$ cat config.mk
export PLATFORM = sky130hd
export DESIGN_NAME = array_west_feeder_flat
export DESIGN_NICKNAME = d
export VERILOG_FILES = /design/src/rtl/array_pkg.sv /design/src/rtl/array_west_feeder_if.sv /design/src/rtl/feed_fifo.sv /design/src/rtl/array_west_feeder.sv /design/src/flat_wrapper.sv
export SDC_FILE = /design/constraint.sdc
export NUM_CORES = 1
export LEC_CHECK = 0
export CELL_PAD_IN_SITES_DETAIL_PLACEMENT = 1
export CELL_PAD_IN_SITES_GLOBAL_PLACEMENT = 1
export CORE_MARGIN = 1.5
export CORE_UTILIZATION = 35
export DETAILED_ROUTE_END_ITERATION = 10
export GPL_TIMING_DRIVEN = 0
export MAX_ROUTING_LAYER = met4
export PLACE_DENSITY_LB_ADDON = 0.1
export REMOVE_ABC_BUFFERS = 1
export SLEW_MARGIN = 20
export SYNTH_ARGS = -nofsm -noshare
export SYNTH_HDL_FRONTEND = slang
export SYNTH_SLANG_ARGS = --single-unit
$ cat constraint.sdc
create_clock -name clk -period 5.75 [get_ports clk]
set_input_delay 0.575 -clock clk [delete_from_list [all_inputs] [get_ports clk]]
set_output_delay 0.575 -clock clk [all_outputs]
set_load 0.005 [all_outputs]
$ cat src/rtl/array_pkg.sv
// Shared constants for the systolic array west-edge feeder: lane instruction
// codes, feeder FSM state encoding and default array geometry.
package array_pkg;

  localparam int DEF_ROW = 8;
  localparam int DEF_BW  = 4;

  // Per-lane instruction seen by a tile: bit1 = execute, bit0 = kernel load.
  localparam logic [1:0] INST_IDLE = 2'b00;
  localparam logic [1:0] INST_LOAD = 2'b01;
  localparam logic [1:0] INST_EXEC = 2'b10;

  typedef enum logic [2:0] {
    ST_IDLE  = 3'd0,
    ST_LOAD  = 3'd1,
    ST_GAP   = 3'd2,
    ST_EXEC  = 3'd3,
    ST_DRAIN = 3'd4
  } state_t;

endpackage

$ cat src/rtl/array_west_feeder_if.sv
// Row-wide vector stream from the L0/SRAM side into the west feeder.
// Handshake: a vector transfers on a rising clk edge where in_valid and
// in_ready are both high; the source holds in_data stable while in_valid is
// high, and in_ready never depends combinationally on in_valid.
interface array_west_feeder_if #(
  parameter int W = 32
);
  logic         in_valid;
  logic         in_ready;
  logic [W-1:0] in_data;

  modport master (output in_valid, output in_data, input in_ready);
  modport slave  (input in_valid, input in_data, output in_ready);
endinterface

$ cat src/rtl/feed_fifo.sv
// Synchronous FIFO holding row-wide vectors between the input stream and
// the skew pipeline. Read data is combinational from the head entry.
module feed_fifo #(
  parameter int W     = 32,
  parameter int DEPTH = 16
) (
  input  logic         clk,
  input  logic         reset,
  input  logic         push,
  input  logic [W-1:0] wr_data,
  input  logic         pop,
  output logic [W-1:0] rd_data,
  output logic         full,
  output logic         empty
);
  localparam int AW = $clog2(DEPTH);

  logic [W-1:0] mem [DEPTH];
  logic [AW:0]  wr_ptr;
  logic [AW:0]  rd_ptr;
  logic         push_ok;
  logic         pop_ok;

  // The extra pointer bit separates full from empty when the indices match.
  assign empty   = (wr_ptr == rd_ptr);
  assign full    = (wr_ptr[AW] != rd_ptr[AW]) && (wr_ptr[AW-1:0] == rd_ptr[AW-1:0]);
  assign push_ok = push && !full;
  assign pop_ok  = pop && !empty;
  assign rd_data = mem[rd_ptr[AW-1:0]];

  // Pointer update; reset flushes the contents.
  always_ff @(posedge clk) begin
    if (reset) begin
      wr_ptr <= '0;
      rd_ptr <= '0;
    end else begin
      if (push_ok) wr_ptr <= wr_ptr + 1'b1;
      if (pop_ok)  rd_ptr <= rd_ptr + 1'b1;
    end
  end

  // Storage write; entries need no reset since pointers gate visibility.
  always_ff @(posedge clk) begin
    if (push_ok) mem[wr_ptr[AW-1:0]] <= wr_data;
  end

endmodule

$ cat src/rtl/array_west_feeder.sv
// West-edge feeder for the weight-stationary MAC array. Buffers incoming
// vectors, issues k_len weight vectors then a_len activation vectors, and
// skews them so row r sees each vector r cycles after row 0.
module array_west_feeder
  import array_pkg::*;
#(
  parameter int ROW    = DEF_ROW,
  parameter int BW     = DEF_BW,
  parameter int DEPTH  = 16,
  parameter int LEN_BW = 8
) (
  input  logic                clk,
  input  logic                reset,
  input  logic                start,
  input  logic [LEN_BW-1:0]   k_len,
  input  logic [LEN_BW-1:0]   a_len,
  array_west_feeder_if.slave  in_bus,
  output logic [ROW*BW-1:0]   out_w,
  output logic [2*ROW-1:0]    inst_w,
  output logic                busy,
  output logic                done,
  output state_t              dbg_state
);
  localparam int DW = (ROW > 2) ? $clog2(ROW) : 1;
  localparam logic [DW-1:0]     DRAIN_LAST = DW'(ROW - 2);
  localparam logic [LEN_BW-1:0] LEN_ONE    = LEN_BW'(1);

  state_t              state;
  logic [LEN_BW-1:0]   k_lat;
  logic [LEN_BW-1:0]   a_lat;
  logic [LEN_BW-1:0]   cnt;
  logic [LEN_BW-1:0]   cnt_nxt;
  logic [DW-1:0]       drain_cnt;
  logic [ROW*BW-1:0]   fifo_q;
  logic                fifo_full;
  logic                fifo_empty;
  logic                push;
  logic                pop;
  logic [1:0]          issue_inst;

  assign in_bus.in_ready = !fifo_full;
  assign push            = in_bus.in_valid && !fifo_full;
  assign cnt_nxt         = cnt + LEN_ONE;
  assign dbg_state       = state;

  feed_fifo #(.W(ROW*BW), .DEPTH(DEPTH)) u_fifo (
    .clk     (clk),
    .reset   (reset),
    .push    (push),
    .wr_data (in_bus.in_data),
    .pop     (pop),
    .rd_data (fifo_q),
    .full    (fifo_full),
    .empty   (fifo_empty)
  );

  // Instruction entering lane 0 this cycle; an empty FIFO yields a bubble.
  always_comb begin
    issue_inst = INST_IDLE;
    if (!fifo_empty) begin
      if (state == ST_LOAD)      issue_inst = INST_LOAD;
      else if (state == ST_EXEC) issue_inst = INST_EXEC;
    end
  end

  assign pop = (issue_inst != INST_IDLE);

  // Pass sequencing: load weights, one gap cycle, execute, then drain the skew.
  always_ff @(posedge clk) begin
    if (reset) begin
      state     <= ST_IDLE;
      k_lat     <= '0;
      a_lat     <= '0;
      cnt       <= '0;
      drain_cnt <= '0;
      busy      <= 1'b0;
      done      <= 1'b0;
    end else begin
      done <= 1'b0;
      case (state)
        ST_IDLE: begin
          if (start) begin
            k_lat     <= k_len;
            a_lat     <= a_len;
            cnt       <= '0;
            drain_cnt <= '0;
            busy      <= 1'b1;
            if (k_len != '0)      state <= ST_LOAD;
            else if (a_len != '0) state <= ST_EXEC;
            else                  state <= ST_DRAIN;
          end
        end
        ST_LOAD: begin
          if (pop) begin
            if (cnt_nxt == k_lat) begin
              cnt   <= '0;
              state <= ST_GAP;
            end else begin
              cnt <= cnt_nxt;
            end
          end
        end
        ST_GAP: begin
          state <= (a_lat != '0) ? ST_EXEC : ST_DRAIN;
        end
        ST_EXEC: begin
          if (pop) begin
            if (cnt_nxt == a_lat) begin
              cnt   <= '0;
              state <= ST_DRAIN;
            end else begin
              cnt <= cnt_nxt;
            end
          end
        end
        ST_DRAIN: begin
          if (drain_cnt == DRAIN_LAST) begin
            drain_cnt <= '0;
            busy      <= 1'b0;
            done      <= 1'b1;
            state     <= ST_IDLE;
          end else begin
            drain_cnt <= drain_cnt + 1'b1;
          end
        end
        default: state <= ST_IDLE;
      endcase
    end
  end

  // Per-row skew: lane r is r+1 registers deep and carries only its slice.
  for (genvar r = 0; r < ROW; r++) begin : g_lane
    logic [BW-1:0] d_q [r+1];
    logic [1:0]    i_q [r+1];

    // Shift inst and data together; data holds through bubbles.
    always_ff @(posedge clk) begin
      if (reset) begin
        for (int i = 0; i <= r; i++) begin
          d_q[i] <= '0;
          i_q[i] <= INST_IDLE;
        end
      end else begin
        i_q[0] <= issue_inst;
        if (issue_inst != INST_IDLE) d_q[0] <= fifo_q[r*BW +: BW];
        for (int i = 1; i <= r; i++) begin
          i_q[i] <= i_q[i-1];
          if (i_q[i-1] != INST_IDLE) d_q[i] <= d_q[i-1];
        end
      end
    end

    assign out_w[r*BW +: BW] = d_q[r];
    assign inst_w[2*r +: 2]  = i_q[r];
  end

endmodule

$ cat src/flat_wrapper.sv
// flat-port wrapper written by rule: the top's interface ports become plain ports
module array_west_feeder_flat import array_pkg::*;
#(
  parameter int ROW    = DEF_ROW,
  parameter int BW     = DEF_BW,
  parameter int DEPTH  = 16,
  parameter int LEN_BW = 8
)
  (clk, reset, start, k_len, a_len, out_w, inst_w, busy, done, dbg_state, in_bus_in_valid, in_bus_in_data, in_bus_in_ready);
  array_west_feeder_if #(.W((ROW * BW))) in_bus_i ();
  input  logic clk;
  input  logic reset;
  input  logic start;
  input  logic [LEN_BW-1:0] k_len;
  input  logic [LEN_BW-1:0] a_len;
  output logic [ROW*BW-1:0] out_w;
  output logic [2*ROW-1:0] inst_w;
  output logic busy;
  output logic done;
  output state_t dbg_state;
  input wire logic [$bits(in_bus_i.in_valid)-1:0] in_bus_in_valid;
  input wire logic [$bits(in_bus_i.in_data)-1:0] in_bus_in_data;
  output wire logic [$bits(in_bus_i.in_ready)-1:0] in_bus_in_ready;
  assign in_bus_i.in_valid = in_bus_in_valid;
  assign in_bus_i.in_data = in_bus_in_data;
  assign in_bus_in_ready = in_bus_i.in_ready;
  array_west_feeder #(.ROW(ROW), .BW(BW), .DEPTH(DEPTH), .LEN_BW(LEN_BW)) u_core (.clk(clk), .reset(reset), .start(start), .k_len(k_len), .a_len(a_len), .in_bus(in_bus_i), .out_w(out_w), .inst_w(inst_w), .busy(busy), .done(done), .dbg_state(dbg_state));
endmodule
Word level (Yosys, flattened, before mapping) --
Memories as Yosys holds them, arrays and structs flattened. A register that Yosys moved wholly into a read port is not among the register bits. Cells that the tools add are included.
Operators by class: $add $sub $neg 4, eq/ne operators 16, muxes and demuxes 194, bitwise gates (word level) 71, reductions and logical operators 49
Operators with widths (number):
- $mux W4 | 38
- $mux W1 | 97
- $mux W2 | 39
- $or A1 B1 Y1 | 70
- $reduce_bool A2 Y1 | 30
- $mux W8 | 5
- $mux W3 | 11
- $pmux W8 S3 | 1
- $reduce_bool A8 Y1 | 3
- $eq A8 B8 Y1 | 2
- $pmux W3 S5 | 1
- $add A5 B1 Y5 const B | 2
- $ne A2 B2 Y1 const B | 5
- $add A8 B1 Y8 const B | 1
- $eq A3 B2 Y1 const B | 2
- $eq A3 B3 Y1 const B | 2
- $pmux W3 S2 | 1
- $reduce_and A6 Y1 | 1
- $eq A5 B5 Y1 | 1
- $eq A4 B4 Y1 | 1
- $logic_and A1 B1 Y1 | 4
- $reduce_and A2 Y1 | 2
- $reduce_and A4 Y1 | 1
- $reduce_or A2 Y1 | 2
- 11 further kinds | 12
Storage, ports and cells: flip-flop bits (word level) 42, RAM bits 728, output and inout port bits 54, logic and storage cells 360, memories 17
Memory list:
- u_core.u_fifo.mem | depth 16, bits a word 32, read ports 1, clocked after memory_dff 1, wr ports 1, RTL line feed_fifo.sv:18 | logic [W-1:0] mem [DEPTH];
- u_core.g_lane[7].d_q | depth 8, bits a word 4, read ports 8, clocked after memory_dff 0, wr ports 8, RTL line array_west_feeder.sv:133 | logic [BW-1:0] d_q [r+1];
- u_core.g_lane[6].d_q | depth 7, bits a word 4, read ports 7, clocked after memory_dff 0, wr ports 7, RTL line array_west_feeder.sv:133
- u_core.g_lane[5].d_q | depth 6, bits a word 4, read ports 6, clocked after memory_dff 0, wr ports 6, RTL line array_west_feeder.sv:133
- u_core.g_lane[4].d_q | depth 5, bits a word 4, read ports 5, clocked after memory_dff 0, wr ports 5, RTL line array_west_feeder.sv:133
- u_core.g_lane[3].d_q | depth 4, bits a word 4, read ports 4, clocked after memory_dff 0, wr ports 4, RTL line array_west_feeder.sv:133
- 11 more memories

Logic depth before layout (Yosys ltp) --
depth after elaboration 10, mapped depth 9, gate-level depth less buffers 8

Modules after synthesis --
From an unflattened synthesis, not the netlist that was laid out.
Second synthesis, totals: cell total of the unflattened synthesis 1421, area, all modules 28074.4 um^2
By module, submodules not included:
- feed_fifo | times used 1, cells an instance 809, area an instance 20249.4 um^2
- array_west_feeder | times used 1, cells an instance 612, area an instance 7825.0 um^2

Worst setup path after synthesis --
Ideal clock, no wire load.
kind register to register, from register u_core.u_fifo.wr_ptr[2], to memory u_core.u_fifo.mem[3][0], enable pin, library setup time 461 ps, arrival 3709 ps, setup slack 1580 ps, cell stages (with the launch flop) 9, clock period less this slack 4170 ps, cell sequence dfxtp_1 clkbuf_1 xor2_1 nor4_2 nand2b_1 and2_1 clkbuf_1 nand2_1 nor3_1
On the way: word-level cells in the longest chain between the ends 7
Ends and longest elaborated chain:
- from (decl) | RTL line feed_fifo.sv:19 | logic [AW:0] wr_ptr;
- from (signal assigned) | RTL line feed_fifo.sv:37 | if (push_ok) wr_ptr <= wr_ptr + 1'b1;
- $eq A4 B4 Y1 (*) | RTL line feed_fifo.sv:26 | assign full = (wr_ptr[AW] != rd_ptr[AW]) && (wr_ptr[AW-1:0] == rd_ptr[AW-1:0]);
- $logic_and A1 B1 Y1 (*) | RTL line feed_fifo.sv:26
- $logic_not A1 Y1 (*)
- named net in_bus_in_ready | RTL line flat_wrapper.sv:23 | output wire logic [$bits(in_bus_i.in_ready)-1:0] in_bus_in_ready;
- $logic_and A1 B1 Y1 | RTL line array_west_feeder.sv:42 | assign push = in_bus.in_valid && !fifo_full;
- $logic_and A1 B1 Y1 (*) | RTL line feed_fifo.sv:27 | assign push_ok = push && !full;
- $mux W1 (*) | RTL line feed_fifo.sv:44 | if (push_ok) mem[wr_ptr[AW-1:0]] <= wr_data;
- $mux W1 (implied by the code) (*) | RTL line feed_fifo.sv:44
- to (decl) | RTL line feed_fifo.sv:18
The timed path passes the listed nets; every way through them passes the cells marked *.

==> impl_metrics.yaml <==
outcome:
  status: "completed"
cts:
  htreeDepth: 3
  cts_buffers: 80
  cts_tree: "done"
  root_buffer: "clkbuf_16"
  clk_transition_reported_paths_ns: 0.05
  postCtsHoldBufs: 0
  postCtsSetupBuffers: 0
  cts_resized: 0
  clockBufferDepth: 3
  insertion_delay_ns: 0.63
  cts_sinks: 718
routing:
  initialDrtViolationCount: 664
  routedWlPerCell_um: 23.9
  first_pass_iters: 5
  drc: 0
  vias: 13000
  finalWirelength_mm: 63.5
  drtAntennaViolNets: 0
  avgViaCountPerCell: 4.90
sta:
  tightest_slew_ns: 1.04
  setup_viol: 0
  fin_crit_sh_pct: 71.3
  hold_viol_final: 0
  final-max-slew-violation-count: 0
  grt_setup_unrepaired: "false"
  skew_ns: 0.0206
  min_period_ns: 4.10
  fmax_ghz: 0.244
  max-slew-margin-rel_pct: 30.1
global_routing:
  grt_pass1_vias: 14100
  grt_max_degree: 56
  antenna_found_initial: 4
  grt_use_total_pct: 16.6
  grt_overflow: 0
  grt_pass1_wl_mm: 95.0
yosys:
  async_reset_ff_share_pct: 0
  postSynthRegisterBits: 718
  ys_seq_area_share_pct: 76.0
  post_synth_num_cell_types: 52
  synth_area_um2: 27500
  synth_top_cell_by_area: "edfxtp_1"
  synth_edf_count: 656
  synth_cells: 1386
  ys_top_cells_by_area: "edfxtp_1, mux4_2, dfxtp_1, nor2b_1, and2_1"
  synth_area_per_cell_um2: 19.9
  synth-main-ff-cell: "edfxtp_1"
  synth_top_area_share_pct: 71.5
  yosysWarnings: 0
floorplan:
  core_area_um2: 77700
  die_y_um: 284
  start_util_pct: 35.4
  dieArea_um2: 80400
  ios: 106
  rows: 102
  die_w_um: 284
min_path:
  worstHoldPathCells: 2
  hp-class: "in2reg"
power:
  total_power_mw: 11.6
  vdd_drop_max_v: 0.000186
  leakagePower_nw: 10.5
  pwr_density_cell_nw_per_um2: 350
critical_path:
  worst-path-max-fanout: 20
  required_ns: 6.08
  reg2regPathDepth: 7
  arrival_ns: 4.43
  start_kind: "flip-flop"
  critical_path.endpoint_type: "flip-flop"
  crit_type: "reg2reg"
final_layout:
  layout-drive-gt1-share_pct: 22.3
  final_common_cell: "edfxtp_1"
  fin_cells: 2658
  fill_cells: 7203
  layout.nets: 1611
  multi_input_area_um2: 6340
  final_cell_mix: "edfxtp_1, mux4_2, clkdlybuf4s50_1"
  finalInstanceArea_um2: 33200
  syn_to_final_growth_pct: 20.5
  ff_latch_area_um2: 21000
placed_design:
  portBuffers: 105
  post-dp-hpwl_mm: 42.4
  gp_congestion: 0.693
  dp_cells: 2511
  dpl_cell_area_um2: 30800
job:
  maxCapViolCount: 0
## power by group
part	switching [mW]	leakage, nW	total (mW)	internal (mW)
clock	2.03	1.18	4.73	2.70
combinational	0.455	2.70	0.919	0.464
sequential	0.0924	6.62	5.96	5.87
total	2.58	10.5	11.6	9.03
## cell families after synthesis
family,synth area share [%]
AO/OA/AOI/OAI,1.22
multiplexers,13.2
adder cells (fa/ha/maj),0.273
AND/OR/NAND/NOR,6.57
XOR/XNOR,1.34
buffers and inverters,1.41
flip-flops,76.0
## worst paths after layout
check                                       startpoint                                       end  slack, ns
setup / recovery  u_core.u_fifo.wr_ptr[3]$_SDFFE_PP0P_  u_core.g_lane[4].d_q[0][0]$_SDFFCE_PP0P_       1.65
hold / removal                                   reset          u_core.drain_cnt[0]$_SDFFE_PP0P_       0.38
setup reg to reg  u_core.u_fifo.wr_ptr[3]$_SDFFE_PP0P_  u_core.g_lane[4].d_q[0][0]$_SDFFCE_PP0P_       1.65
hold reg to reg           u_core.k_lat[2]$_SDFFE_PP0P_              u_core.k_lat[2]$_SDFFE_PP0P_       0.48
## registers in the layout, summed over array words and instances, names as in the netlist, named ones only
signal                flops
u_core.cnt                8
u_core.u_fifo.mem       512
u_core.done               1
u_core.a_lat              8
u_core.dbg_state          3
u_core.drain_cnt          3
u_core.k_lat              8
u_core.g_lane.d_q       144
u_core.u_fifo.wr_ptr      5
u_core.u_fifo.rd_ptr      5
u_core.g_lane.i_q        16
u_core.busy               1
## through the flow
step	setup slack, ns	hold slack, ns	TNS [ns]	utilization, %
floorplan	-1.07	0.438	-33.99	-
global placement	-5.22	0.469	-598.17	38.0
detailed placement	1.43	0.463	0	39.6
CTS	1.41	0.357	0	42.7
global route	1.10	0.388	0	42.7
finish	1.65	0.385	0	42.7
## synth_stat cells (3+ instances only)
cell and count:
edfxtp_1 656, mux4_2 160, nor2b_1 99, and2_1 68, dfxtp_1 62, nand2_1 53, clkbuf_1 52, nor2_1 45
a21oi_1 24, buf_4 16, xnor2_1 16, or3_1 15, xor2_1 14, nor3_1 11, buf_1 9, o21ai_0 7
ha_1 6, nand2b_1 6, inv_1 5, nand4_1 5, a211oi_1 4, nor4_1 4, or2_2 4, or4_1 4
nand3_1 3, xnor3_1 3
## metal layers
| metal | up-vias | global-route usage (%) | part of all wire (%) |
|---|---|---|---|
| met3 | 96 | 3.12 | 4.5 |
| met5 | - | - | 0 |
| met4 | 0 | 4.77 | 1.9 |
| met2 | 261 | 27.9 | 52 |
| li1 | 5812 | - | - |
| met1 | 6867 | 20.4 | 42 |
## layout make-up
cell class                 count  area share (%)
sequential                   718            63.2
multi-input combinational    583            19.1
clock buffer                 107            6.53
timing repair buffer         165            6.46
tap                         1040            3.92
clock inverter                36           0.735
inverter                       5          0.0566
antenna                        4          0.0302
## worst max-delay path, cell delays in order (launching register included)
cell and delay (ns):
dfxtp_1 0.59, xor2_1 0.14, nor4_2 0.52, a211oi_4 0.26
nor2_1 0.85, o21ai_1 0.56, nor2_2 0.76, nor2b_1 0.11
Note: power is estimated with default switching activity, not from simulation.
